[config.mk]
export PLATFORM = sky130hd
export DESIGN_NAME = high_score_tracker
export DESIGN_NICKNAME = d
export VERILOG_FILES = /design/src/rtl/high_score_tracker.sv
export SDC_FILE = /design/constraint.sdc
export NUM_CORES = 1
export LEC_CHECK = 0
export CAP_MARGIN = 20
export CORE_MARGIN = 2
export CORE_UTILIZATION = 25
export CTS_CLUSTER_DIAMETER = 50
export DETAILED_ROUTE_END_ITERATION = 10
export GPL_ROUTABILITY_DRIVEN = 0
export PLACE_DENSITY = 0.48
export RECOVER_POWER = 25
export SLEW_MARGIN = 30
export SYNTH_ARGS = -nofsm -noshare
export SYNTH_HDL_FRONTEND = slang
export SYNTH_SLANG_ARGS = --single-unit
[constraint.sdc]
create_clock -name clk -period 3.45 [get_ports clk]
set_input_delay 0.345 -clock clk [delete_from_list [all_inputs] [get_ports clk]]
set_output_delay 0.345 -clock clk [all_outputs]
set_load 0.05 [all_outputs]
[src/rtl/high_score_tracker.sv]
// Keeps the best completed-game score, counts games, and drives a timed
// celebration with a blink square wave whenever a new record is set.
module high_score_tracker #(
   parameter int MAX_SCORE    = 9999,
   parameter int CLKS_PER_MS  = 50000,
   parameter int BLINK_MS     = 250,
   parameter int CELEBRATE_MS = 3000,
   localparam int W = $clog2(MAX_SCORE)
) (
   input  logic         clk,
   input  logic         rst_n,
   input  logic         game_in_progress,
   input  logic [W-1:0] score,
   input  logic         clear_high,
   output logic [W-1:0] high_score,
   output logic         new_record,
   output logic         celebrate,
   output logic         blink,
   output logic [7:0]   games_played
);

   localparam int PW = (CLKS_PER_MS > 1) ? $clog2(CLKS_PER_MS) : 1;
   localparam int MW = $clog2(CELEBRATE_MS + 1);
   localparam int BW = (BLINK_MS > 1) ? $clog2(BLINK_MS) : 1;

   typedef enum logic [1:0] {
      IDLE      = 2'd0,
      PLAYING   = 2'd1,
      COMPARE   = 2'd2,
      CELEBRATE = 2'd3
   } state_t;

   state_t         state_r, state_next_s;
   logic           gip_q_r;
   logic [W-1:0]   score_l_r;
   logic [W-1:0]   high_score_r;
   logic           new_record_r;
   logic           celebrate_r;
   logic           blink_r;
   logic [7:0]     games_played_r;
   logic [PW-1:0]  pre_r;
   logic [MW-1:0]  ms_r;
   logic [BW-1:0]  blink_cnt_r;

   logic           rise_s, fall_s;
   logic [W-1:0]   score_c_s;
   logic           pre_wrap_s, ms_done_s, blink_wrap_s;
   logic           in_cel_s, cel_entry_s;
   logic           capture_s, load_high_s, clr_high_s, count_game_s;

   assign rise_s       = game_in_progress & ~gip_q_r;
   assign fall_s       = ~game_in_progress & gip_q_r;
   assign score_c_s    = (score > W'(MAX_SCORE)) ? W'(MAX_SCORE) : score;
   assign pre_wrap_s   = (pre_r == PW'(CLKS_PER_MS - 1));
   assign ms_done_s    = pre_wrap_s && (ms_r == MW'(CELEBRATE_MS - 1));
   assign blink_wrap_s = pre_wrap_s && (blink_cnt_r == BW'(BLINK_MS - 1));
   assign in_cel_s     = (state_next_s == CELEBRATE);
   assign cel_entry_s  = in_cel_s && (state_r != CELEBRATE);

   // State register and game_in_progress history
   always_ff @(posedge clk or negedge rst_n) begin
      if (!rst_n) begin
         state_r <= IDLE;
         gip_q_r <= 1'b0;
      end else begin
         state_r <= state_next_s;
         gip_q_r <= game_in_progress;
      end
   end

   // Next-state decode and datapath strobes
   always_comb begin
      state_next_s = state_r;
      capture_s    = 1'b0;
      load_high_s  = 1'b0;
      clr_high_s   = 1'b0;
      count_game_s = 1'b0;
      case (state_r)
         IDLE: begin
            clr_high_s = clear_high;
            if (rise_s) state_next_s = PLAYING;
            else        state_next_s = IDLE;
         end
         PLAYING: begin
            capture_s = fall_s;
            if (fall_s) state_next_s = COMPARE;
            else        state_next_s = PLAYING;
         end
         COMPARE: begin
            count_game_s = 1'b1;
            if (score_l_r > high_score_r) begin
               load_high_s  = 1'b1;
               state_next_s = CELEBRATE;
            end else begin
               state_next_s = IDLE;
            end
         end
         CELEBRATE: begin
            // A new game wins over clear for the next state, but the clear still acts.
            clr_high_s = clear_high;
            if (rise_s)          state_next_s = PLAYING;
            else if (clear_high) state_next_s = IDLE;
            else if (ms_done_s)  state_next_s = IDLE;
            else                 state_next_s = CELEBRATE;
         end
         default: state_next_s = IDLE;
      endcase
   end

   // Score latch, high score, record pulse and game counter
   always_ff @(posedge clk or negedge rst_n) begin
      if (!rst_n) begin
         score_l_r      <= {W{1'b0}};
         high_score_r   <= {W{1'b0}};
         new_record_r   <= 1'b0;
         games_played_r <= 8'd0;
      end else begin
         if (capture_s) score_l_r <= score_c_s;
         if (load_high_s)     high_score_r <= score_l_r;
         else if (clr_high_s) high_score_r <= {W{1'b0}};
         new_record_r <= load_high_s;
         if (count_game_s && (games_played_r != 8'd255))
            games_played_r <= games_played_r + 8'd1;
      end
   end

   // Celebration timebase and blink generator; all zeroed on each entry
   always_ff @(posedge clk or negedge rst_n) begin
      if (!rst_n) begin
         pre_r       <= {PW{1'b0}};
         ms_r        <= {MW{1'b0}};
         blink_cnt_r <= {BW{1'b0}};
         celebrate_r <= 1'b0;
         blink_r     <= 1'b0;
      end else if (!in_cel_s || cel_entry_s) begin
         pre_r       <= {PW{1'b0}};
         ms_r        <= {MW{1'b0}};
         blink_cnt_r <= {BW{1'b0}};
         celebrate_r <= in_cel_s;
         blink_r     <= in_cel_s;
      end else begin
         celebrate_r <= 1'b1;
         if (pre_wrap_s) begin
            pre_r       <= {PW{1'b0}};
            ms_r        <= ms_r + MW'(1);
            blink_cnt_r <= blink_wrap_s ? {BW{1'b0}} : blink_cnt_r + BW'(1);
            if (blink_wrap_s) blink_r <= ~blink_r;
         end else begin
            pre_r <= pre_r + PW'(1);
         end
      end
   end

   assign high_score   = high_score_r;
   assign new_record   = new_record_r;
   assign celebrate    = celebrate_r;
   assign blink        = blink_r;
   assign games_played = games_played_r;

endmodule
### Word level (Yosys, flattened, before mapping)

Index checks and enable logic that the tools add are counted.

* word-level logic and storage cells: 69
* bits of input ports: 18
* register bits after elaboration: 78

* order comparisons: 2
* eq/ne operators: 9
* $add $sub $neg: 4
* muxes and demuxes: 26
* bitwise operators: 5
* reductions and logical operators: 12

Operator list (count)
* two-way mux 14 bit: 3
* two-way mux 16 bit: 2
* two-way mux 12 bit: 2
* two-way mux 8 bit: 3
* adder 16 x 1 -> 16 bit, second input constant: 1
* adder 8 x 1 -> 8 bit, second input constant: 2
* == test 16 bit, second input constant: 1
* greater-than comparator 14 bit: 1
* greater-than comparator 14 bit, second input constant: 1
* adder 12 x 1 -> 12 bit, second input constant: 1
* == test 12 bit, second input constant: 1
* two-way mux 1 bit: 10
* two-way mux 2 bit: 5
* == test 8 bit, second input constant: 1
* inequality test 8 bit, second input constant: 1
* case mux 2 bit (4 select lines): 1
* == test 2 bit, second input constant: 3
* nonzero test 2 bit: 3
* logical AND 1 bit: 4
* NOT 1 bit: 3
* bitwise AND 1 bit: 2
* == test 2 x 1 -> 1 bit, second input constant: 1
* logical NOT 2 bit: 1
* inequality test 2 bit, second input constant: 1
* other kinds (4): 4

### Logic depth before layout (Yosys ltp)

Gate-level depths: netlist of run 1.

* depth in word-level cells: 11
* gate-level depth with buffers: 11
* depth with buffers taken out: 10

### Worst setup path after synthesis of run 1

Ideal clock, no wire load.

* kind: flip-flop to flip-flop
* from: register high_score_r[7] (netlist: high_score[7])
* to: register pre_r[10]
* data arrival time: 2.628 ns
* stages on the path, launching flop included: 12
* path slack: 0.701 ns
* buffers on the path: 1
* setup time: 0.121 ns
* clock period less this slack: 2.749 ns
* path through: dfrtp_1 > inv_1 > ha_1 > a21o_1 > a221o_1 > a21o_1 > o21ai_2 > inv_1 > o21ai_2 > nand2b_1 > buf_2 > nor2_1

* cells in the longest elaborated chain, start to end: 7
* elaborated cells on any way between the ends: 8

RTL lines
* from (decl): line 36 `logic [W-1:0] high_score_r;`
* from (signal assigned): line 114 `high_score_r <= {W{1'b0}};`
* from (signal assigned): line 119 `if (load_high_s) high_score_r <= score_l_r;`
* from (signal assigned): line 120 `else if (clr_high_s) high_score_r <= {W{1'b0}};`
* greater-than comparator 14 bit (*): line 91 `if (score_l_r > high_score_r) begin`
* two-way mux 2 bit (*): line 91
* case mux 2 bit (4 select lines) (*): line 78 `case (state_r)`
* == test 2 bit (*): line 57 `assign in_cel_s = (state_next_s == CELEBRATE);`
* logical NOT 1 bit / logical AND 1 bit (equally long branches): line 135, 58
* logical OR 1 bit (*): line 135 `end else if (!in_cel_s || cel_entry_s) begin`
* two-way mux 16 bit (*): line 135
* to (signal assigned): line 136 `pre_r <= {PW{1'b0}};`
* to (signal assigned): line 144 `pre_r <= {PW{1'b0}};`
* to (signal assigned): line 149 `pre_r <= pre_r + PW'(1);`
* to (decl): line 41 `logic [PW-1:0] pre_r;`

Mark *: on every way between the ends. The rest lies on a longest branch, timed or not.
A chain may end at the register's enable or synchronous reset.

### Final worst setup path of run 1

* from: register high_score_r[9] (netlist: high_score[9])
* to: register pre_r[9]

The elaborated chain is that of the path after synthesis.

==> results.ini, run 1 <==
[outcome]
status = complete, but fails checks
violations = max-capacitance violations, max-slew violations

[cells_and_area]
syn_to_final_growth_pct = 24.5
seq_area_um2 = 1950
diodes = 0
fin_util_pct = 31.8
fillers = 1555
drive_gt1_share_pct = 6.22
multi_input_area_um2 = 1810
layout.cells.non_filler = 638
num-nets-final = 486

[power_and_ir_drop]
finalPower_mw = 3.16
p_per_area_nw_per_um2 = 652
peakVddDrop_mv = 0.203
cellLeakagePower_nw = 2.00

[place]
pre_cts_slack_ps = 849
placed_cells = 622
dp_hpwl_um = 5890
port_buffers = 42

[cts]
clock-sinks = 78
cts_hold_buf = 0
cts_root_buf = clkbuf_16
h-tree-depth = 3
cts_resized = 0
cts_buffers = 9
clkTransAtPathRegs_ps = 60
tritoncts = done
cts_buffer_depth = 2
post_cts_buffers = 0
clk_latency_ps = 340

[timing]
max-slew-margin-rel_pct = -31.1
skew_ps = 4.71
max_freq_mhz = 387
maxSlewViolCount = 79
period_minus_slack_ps = 2590
rsz0062_at_grt = false
tns_ps = 0
fin_ws_ps = 864
worstMarginPinSlew_ps = 1970
finalCritPeriodShare_pct = 75.0
hold_viol_final = 0
finalSetupViolCount = 0

[drt]
via_per_inst = 4.64
drt_iter0_markers = 206
wirelength_um = 8530
drc = 0
routedWlPerCell_um = 13.4
dr.pass1.iters = 4
wl_met2_um = 4030
wl_met3_um = 297
ant_nets = 0
vias = 2960
top_layer = met4
m1WireLength_um = 3990

[synthesis]
yosys.area.top_type_share_pct = 50.2
synth_seq_cells = 78
synth_area_leaders = dfrtp_1 (50%), ha_1 (7.4%), nand2_1 (5.0%), xnor2_1 (3.8%), nor2_1 (3.4%)
netlist_area_um2 = 3890
synth.most_common_cell = dfrtp_1
synth-main-ff-cell = dfrtp_1
synth_edf_count = 0
synthArstFlopShare_pct = 100
yosys_warnings = 0
post_synth.cell_area_avg_um2 = 9.82
ys_types = 42
synth_top_cells_by_count = dfrtp_1 (78), nand2_1 (52), nor2_1 (35)
synth_seq_area_share_pct = 50.2
synth_largest_area_cell = dfrtp_1
synth_nets = 437
synthCells = 396

[floorplan]
pin_count = 43
fp.dieW_um = 129
rows = 45
fp.dieH_um = 129
start_util_pct = 25.6
die-area_um2 = 16600
core-area_um2 = 15200

[setup_path]
cpPeakStageDelay_ps = 480
r2r-end = pre_r[9]
crit_path_max_fanout = 15
critical_path.cell_chain = inv_1 > ha_1 > and2_1 > a221o_1 > a21o_1 > o21ai_2 > inv_1 > o21ai_2 > nand2b_1 > nor2_1
worstSetupEndpointType = register
r2r_slack_ps = 860
crit_family = compound AO/OA/AOI/OAI gates
slowest_stage = nand2b_1
r2r-start = high_score[9]
path_class = reg2reg
start_kind = register
crit_arrival_ps = 2790
critPathBufInv = 2
cp_data_required_time_ps = 3650
r2r_cells = 10

[global_routing]
grt_pass1_wl_um = 14600
antenna_found_initial = 0
track_usage_pct = 11.3
grt_pass1_vias = 2976
overflow = 0
grt_max_degree = 79

[worst_hold_path]
hold_class = reg2reg
hold_path_end = pre_r[0]
holdCritStartpoint = pre_r[0]
hold_depth = 1

[job]
max_cap_viol_count = 1

[layout by cell type (no fill, tap or decap), types with 13 or more instances in the layout]
master	n
inv_1	24
nor2_1	35
ha_1	23
nand2_1	52
o21ai_0	25
nand3_1	17
xor2_1	13
xnor2_1	17
clkdlybuf4s50_1	41
a21oi_1	19
dfrtp_1	78
[worst max path at each step]
| stage | from | endpoint | slack, ps | cells past startpoint |
|---|---|---|---|---|
| after detailed placement | high_score[7] | pre_r[2] | 850 | 10 |
| after global placement | high_score[7] | pre_r[14] | 900 | 10 |
| after floorplan | high_score[7] | pre_r[10] | 700 | 11 |
| after CTS | high_score[7] | pre_r[9] | 840 | 10 |
| final | high_score[9] | pre_r[9] | 860 | 10 |
| after global routing | high_score[9] | pre_r[15] | 630 | 10 |
[per-stage QoR]
stage,hold WS (ps),area (µm²)
finish,455,4840
floorplan,49.4,3890
global route,467,4840
CTS,86.2,4840
detailed placement,445,4540
global placement,436,4540
[sequential cells by signal, summed over array words and instances, names as in the netlist]
name          cells
score_l_r        14
games_played      8
pre_r            16
gip_q_r           1
blink_cnt_r       8
celebrate         1
state_r           2
new_record        1
blink             1
ms_r             12
high_score       14
[per-layer routing]
| metal | vias to the layer above | GRT usage, % |
|---|---|---|
| met5 | - | 0 |
| met1 | 1430 | 14.0 |
| met3 | 13 | 1.95 |
| met4 | 0 | 6.14 |
| met2 | 49 | 18.7 |
| li1 | 1468 | - |
[worst register-to-register path: stages (launching register included)]
cell and delay [ps]:
dfrtp_1 370, inv_1 50, ha_1 310, and2_1 180, a221o_1 290, a21o_1 200, o21ai_2 210, inv_1 100
o21ai_2 160, nand2b_1 480, nor2_1 110
[report_power, final]
part / leakage, nW / internal [mW] / total [mW] / switching, mW
registers: 1.05 / 1.07 / 1.20 / 0.137
logic: 0.798 / 0.388 / 0.992 / 0.604
clock network: 0.152 / 0.596 / 0.961 / 0.365
[cell families (layout without fill, tap and decap cells)]
kind of cell,Yosys count,in the layout,synth area share (%)
xor gates and xnor gates,30,30,6.76
DFF,78,78,50.2
adders and majority gates,23,23,7.40
buffers and inverters,32,86,3.12
muxes,1,1,0.290
and+or+nand+nor,162,162,20.7
AOI/OAI and AO/OA,70,70,11.5
[cell type report]
type / instances / area share (%)
clock inverter: 4 / 0.931
tap: 188 / 4.86
sequential: 78 / 40.3
multi-input combinational: 286 / 37.5
timing repair buffer: 46 / 9.21
clock buffer: 12 / 5.30
inverter: 24 / 1.86
(Power assumes the default switching activity.)
==> run 2, diff against run 1 <==
--- a/config.mk
+++ b/config.mk
@@ -11,7 +11,7 @@
 export CTS_CLUSTER_DIAMETER = 50
 export DETAILED_ROUTE_END_ITERATION = 10
 export GPL_ROUTABILITY_DRIVEN = 0
-export PLACE_DENSITY = 0.48
+export PLACE_DENSITY = 0.49
 export RECOVER_POWER = 25
 export SLEW_MARGIN = 30
 export SYNTH_ARGS = -nofsm -noshare
==> constraint.sdc (replaced) <==
create_clock -name clk -period 2.33 [get_ports clk]
set_input_delay 0.233 -clock clk [delete_from_list [all_inputs] [get_ports clk]]
set_output_delay 0.233 -clock clk [all_outputs]
set_load 0.05 [all_outputs]
==> run 2 against run 1 <==
Effect of this change: the run ends with negative setup slack left; first-iteration DRC count is 36% lower; cell area is 8.1% higher; clock-buffer cell count stayed put; via count is 4.9% higher; sequential power is 48% higher; critical path depth is 3 lower; core utilization is 2.6 points higher; clock power is 69% higher; die area stayed put; cell count is 4.4% higher; highest routed layer unchanged.
==> results.ini, run 2 (synthesized netlist as in run 1, its figures left out) <==
[setup_path]
cpPeakStageDelay_ps = 510  ; +30 ps
start_kind = register
path_class = reg2reg
crit_arrival_ps = 2710  ; -80 ps
cp_data_required_time_ps = 2590  ; -1060 ps
cp_common_cell = or4_4
crit_family = simple AND/OR/NAND/NOR gates
worstSetupEndpointType = register
r2r-start = ms_r[3]
slowest_stage = or4b_1
r2r_slack_ps = -110  ; -980 ps
cp-startpoint = ms_r[3]
critPathBufInv = 0  ; -2
cp.depth = 7  ; -3
r2r_cells = 7  ; -3
critical_path.cell_chain = or4b_1 > or4_4 > o31ai_4 > or2b_4 > a21oi_4 > or4_4 > a21oi_2
crit_path_max_fanout = 8  ; -7

[drt]
drc = 0  ; unchanged
via_per_inst = 4.66  ; +0.52%
wirelength_um = 9150  ; +7.2%
drt_iter0_markers = 131  ; -36%
dr.pass1.iters = 4  ; unchanged
routedWlPerCell_um = 13.7  ; +2.7%
ant_nets = 0  ; unchanged
vias = 3106  ; +4.9%

[timing]
tns_ps = -1220  ; -1220 ps
rsz0062_at_grt = true
finalSetupViolCount = 20  ; +20
period_minus_slack_ps = 2440  ; -143 ps
skew_ps = 9.15  ; +4.44 ps
fin_ws_ps = -114  ; -977 ps
max_freq_mhz = 409  ; +5.8%
finalCritPeriodShare_pct = 105  ; +30 points
max-slew-margin-rel_pct = 45.9  ; +77 points
hold_viol_final = 0  ; unchanged
worstMarginPinSlew_ps = 811  ; -1150 ps
maxSlewViolCount = 0  ; -100%

[cells_and_area]
drive_gt1_share_pct = 17.4  ; +11 points
layout_commonest_cell = dfrtp_1
final_cell_mix = dfrtp_1 (73), nand2_1 (52), clkdlybuf4s50_1 (40), buf_4 (26), o21ai_0 (25)
largest_reg_flops = 16  ; unchanged
layout.cells.non_filler = 666  ; +4.4%
num-nets-final = 514  ; +5.8%
fillers = 1556  ; +0.064%
diodes = 0  ; unchanged
syn_to_final_growth_pct = 34.5
top_register = pre_r

[cts]
cts_buffers = 9  ; unchanged
cts_buffer_depth = 2  ; unchanged
clkTransAtPathRegs_ps = 60  ; about the same
clock-sinks = 78  ; unchanged
clk_latency_ps = 340  ; about the same
h-tree-depth = 3  ; unchanged
tritoncts = done
cts_root_buf = clkbuf_16

[worst_hold_path]
holdCritStartpoint = pre_r[0]
hold_depth = 1  ; unchanged
hold_class = reg2reg

[global_routing]
grt_max_degree = 48  ; -39%
antenna_found_initial = 0  ; unchanged
overflow = 0  ; unchanged
grt_pass1_vias = 3114  ; +4.6%
grt_pass1_wl_um = 15500  ; +6.0%
track_usage_pct = 11.7  ; +0.39 points

[floorplan]
rows = 45  ; unchanged
fp.dieH_um = 129  ; unchanged
start_util_pct = 25.6  ; unchanged
core-area_um2 = 15200  ; unchanged
pin_count = 43  ; unchanged
die-area_um2 = 16600  ; unchanged
fp.dieW_um = 129  ; unchanged

[power_and_ir_drop]
p_per_area_nw_per_um2 = 961  ; +47%
peakVddDrop_mv = 0.367  ; +81%
finalPower_mw = 5.02  ; +59%
power_frac_clock_pct = 32.3  ; +1.8 points
cellLeakagePower_nw = 2.17  ; +8.9%
switching_share_pct = 33.7  ; -1.4 points
power_frac_seq_pct = 35.2  ; -2.9 points
power_frac_comb_pct = 32.6  ; +1.2 points
p_sw_mw = 1.69  ; +53%
p_int_mw = 3.33  ; +63%

[place]
port_buffers = 42  ; unchanged
placed_cells = 646  ; +3.9%
dp_hpwl_um = 6440  ; +9.3%

[outcome]
violations = negative setup slack
status = complete, but fails checks

[job]
max_cap_viol_count = 0  ; -1

[run 2: cell types whose count changed in the layout (fill, tap and decap cells not counted), sizes merged]
cell	delta
clkinv	-2
clkdlybuf4s50	-1
dlygate4sd3	+2
bufinv	+2
clkbuf	+1
nand2b	+1
buf	+25
[run 2: repair_timing]
| item | in CTS | in global routing |
|---|---|---|
| hold buffers | 1 | 0 |
| endpoints found under the hold margin | 31 | 0 |
| resized for setup | 7 | 22 |
| endpoints found under the setup margin | 29 | 38 |
| gates cloned | 1 | 0 |
| buffers inserted | 0 | 2 |
| pin swaps | 8 | 4 |
[run 2: metrics by stage]
| stage | utilization [%] | hold WS (ps) | worst slack [ps] | instance area [µm²] |
|---|---|---|---|---|
| 2_1_floorplan | - | -62.6 | -125 | 3950 |
| 3_3_place_gp | 31.3 | 215 | -71.2 | 4770 |
| 3_5_place_dp | 31.3 | 212 | -131 | 4770 |
| 4_1_cts | 33.9 | 406 | -123 | 5150 |
| 5_1_grt | 34.4 | 489 | -198 | 5230 |
| 6_report | 34.4 | 472 | -114 | 5230 |
[run 2: worst register-to-register path, delay by kind of cell (launching register included)]
kind	cells	cell delay [ps]
AND/OR/NAND/NOR	4	1610
AO/OA/AOI/OAI	3	390
flip-flops	1	370
[run 2: layer usage]
| metal | up-vias | global-route usage (%) | routed length, µm |
|---|---|---|---|
| li1 | 1527 | - | - |
| met1 | 1526 | 15.2 | 4340 |
| met2 | 44 | 19.5 | 4440 |
| met3 | 9 | 2.12 | 237 |
| met4 | 0 | 4.22 | 128 |
| met5 | - | 0 | 0 |
[run 2: path summary, 6_finish.rpt]
check                                       end
worst max-delay path             blink_cnt_r[5]
worst min-delay path                   pre_r[0]
worst max register to register   blink_cnt_r[5]
worst min register to register         pre_r[0]
max in group asynchronous         high_score[3]
min in group asynchronous       games_played[5]
[run 2: power by group through the flow]
stage          registers, mW  clock network (mW)  logic [mW]
6_report                1.77                1.62        1.64
5_1_grt                 1.80                1.71        1.81
4_1_cts                 1.77                1.67        1.63
3_5_place_dp            1.79                   0        1.60
3_3_place_gp            1.79                   0        1.58
2_1_floorplan           2.12                   0       0.667
[run 2: cell type report]
type | count | area (µm²) | area share [%]
Multi-Input combinational cell | 287 | 1940 | 37.1
Clock inverter | 4 | 95.1 | 1.82
Tap cell | 188 | 235 | 4.50
Sequential cell | 78 | 1960 | 37.4
Clock buffer | 12 | 246 | 4.71
Timing Repair Buffer | 73 | 666 | 12.7
Inverter | 24 | 90.1 | 1.72
==> run 3, diff against run 2 <==
--- a/config.mk
+++ b/config.mk
@@ -6,6 +6,7 @@
 export NUM_CORES = 1
 export LEC_CHECK = 0
 export CAP_MARGIN = 20
+export CORE_ASPECT_RATIO = 0.9
 export CORE_MARGIN = 2
 export CORE_UTILIZATION = 25
 export CTS_CLUSTER_DIAMETER = 50
==> run 3 against run 2 <==
Effect of this change: the flow still finishes with violations (negative setup slack); sequential power is essentially flat; total power shrank 3.2%; combinational power is essentially flat; clock-buffer cell count grew 1; worst setup slack lost 40 ps.
==> results.ini, run 3 (synthesized netlist as in run 1, its figures left out) <==
[setup_path]
crit_path_max_fanout = 8  ; unchanged
worstSetupEndpointType = register
r2r-start = ms_r[3]
r2r_cells = 7  ; unchanged
cp_data_required_time_ps = 2590  ; about the same
r2r_slack_ps = -150  ; -40 ps
r2r-end = blink_cnt_r[6]
crit_arrival_ps = 2740  ; +30 ps
start_kind = register
path_class = reg2reg

[timing]
maxSlewViolCount = 0  ; unchanged
skew_ps = 9.57  ; +0.418 ps
rsz0062_at_grt = true
max-slew-margin-rel_pct = 26.3  ; -20 points
hold_viol_final = 0  ; unchanged
finalCritPeriodShare_pct = 107  ; +1.7 points
max_freq_mhz = 403  ; -1.6%
tns_ps = -1340  ; -117 ps
finalSetupViolCount = 29  ; +45%
worstMarginPinSlew_ps = 1110  ; +294 ps
period_minus_slack_ps = 2480  ; +39.9 ps
fin_ws_ps = -153  ; -39.9 ps

[cells_and_area]
largest_reg_flops = 16  ; unchanged
drive_gt1_share_pct = 20.1  ; +2.7 points
layout_commonest_cell = dfrtp_1
syn_to_final_growth_pct = 36.8
layout.cells.non_filler = 685  ; +2.9%
num-nets-final = 519  ; +0.97%
final_cell_mix = dfrtp_1 (73), nand2_1 (52), clkdlybuf4s50_1 (40), buf_4 (29), o21ai_0 (25)
top_register = pre_r
diodes = 0  ; unchanged
fin_util_pct = 34.7  ; +0.28 points

[cts]
clock-sinks = 78  ; unchanged
clkTransAtPathRegs_ps = 60  ; about the same
tritoncts = done
cts_buffer_depth = 2  ; unchanged
cts_root_buf = clkbuf_16
cts_buffers = 9  ; unchanged
clk_latency_ps = 340  ; about the same
h-tree-depth = 3  ; unchanged

[drt]
wirelength_um = 9090  ; -0.68%
ant_nets = 0  ; unchanged
via_per_inst = 4.54  ; -2.7%
top_layer = met5
dr.pass1.iters = 4  ; unchanged
m1WireLength_um = 4370  ; +0.69%
drc = 0  ; unchanged
drt_iter0_markers = 116  ; -11%
routedWlPerCell_um = 13.3  ; -3.4%
wl_met3_um = 323  ; +36%
vias = 3109  ; +0.097%
wl_met2_um = 4290  ; -3.5%

[global_routing]
track_usage_pct = 11.6  ; -0.070 points
antenna_found_initial = 1  ; +1
grt_max_degree = 42  ; -13%
overflow = 0  ; unchanged
grt_pass1_vias = 3039  ; -2.4%
grt_pass1_wl_um = 15300  ; -1.5%

[worst_hold_path]
hold_depth = 1  ; unchanged
hold_path_end = pre_r[0]
hold_class = reg2reg
holdCritStartpoint = pre_r[0]

[power_and_ir_drop]
peakVddDrop_mv = 0.577  ; +57%
cellLeakagePower_nw = 2.20  ; +1.3%
p_per_area_nw_per_um2 = 915  ; -4.8%

[place]
placed_cells = 661  ; +2.3%
dp_hpwl_um = 6400  ; -0.57%
port_buffers = 42  ; unchanged

[outcome]
status = complete, but fails checks
violations = negative setup slack

[floorplan]
pin_count = 43  ; unchanged
start_util_pct = 25.4  ; -0.22 points
die-area_um2 = 16600  ; about the same
fp.dieH_um = 122  ; -5.0%
rows = 43  ; -4.4%
fp.dieW_um = 135  ; +5.2%
core-area_um2 = 15300  ; +0.86%

[job]
max_cap_viol_count = 0  ; unchanged

run 3: cell count changes in the layout (fill, tap and decap cells not counted), moves of 2 or more:
cell	previous run	this run
buf_4	26	29
buf_6	2	5
bufinv_16	3	1
clkbuf_1	2	0
clkbuf_8	1	4
nor2_1	24	20
nor2_2	11	14
run 3: what timing repair did:
action,4_1_cts,5_1_grt
pin swaps,10,6
setup endpoints to repair,29,50
resized for setup,10,30
hold endpoints to repair,40,0
buffers inserted,0,5
cloned,1,1
hold buffers,1,0
run 3: routing by layer:
metal,global-route usage (%),vias up
met2,18.8,50
met3,2.56,9
li1,-,1539
met1,15.4,1509
met5,0,-
met4,4.10,2
run 3: worst max-delay path by stage:
stage / start / slack, ps / to
final: ms_r[3] / -150 / blink_cnt_r[6]
after global routing: ms_r[3] / -220 / blink_cnt_r[6]
after CTS: ms_r[3] / -150 / blink_cnt_r[5]
after detailed placement: ms_r[3] / -160 / blink_cnt_r[5]
after global placement: ms_r[3] / -80 / blink_cnt_r[5]
after floorplan: high_score[7] / -130 / blink_cnt_r[5]
run 3: power breakdown:
group | total (mW) | internal [mW] | leakage [nW] | switching (mW)
sequential | 1.76 | 1.58 | 1.04 | 0.183
combinational | 1.62 | 0.670 | 1.00 | 0.952
clock | 1.48 | 0.943 | 0.162 | 0.537
total | 4.87 | 3.19 | 2.20 | 1.67
run 3: worst max-delay path, stage by stage, from the launching register on:
cell and delay [ps]:
dfrtp_1 370, or4b_1 520, or4_4 440, o31ai_4 200, or2b_4 170, a21oi_4 70, or4_4 490, a21oi_2 140
run 3: area by class of cell:
| type | instances | area [µm²] |
|---|---|---|
| Fill cell | 1561 | 10000 |
| Clock buffer | 13 | 280 |
| Multi-Input combinational cell | 287 | 1980 |
| Timing Repair Buffer | 78 | 719 |
| Tap cell | 202 | 253 |
| Inverter | 24 | 90.1 |
| Sequential cell | 78 | 1960 |
| Clock inverter | 3 | 40.0 |
run 3: per-stage QoR:
stage	setup WS, ps	area [µm²]	power (mW)	hold slack (ps)
after detailed placement	-163	4790	3.38	269
after global routing	-223	5320	5.19	496
after floorplan	-125	3950	2.79	-62.6
after CTS	-150	5170	4.91	456
final	-153	5320	4.87	472
after global placement	-80.2	4790	3.37	262
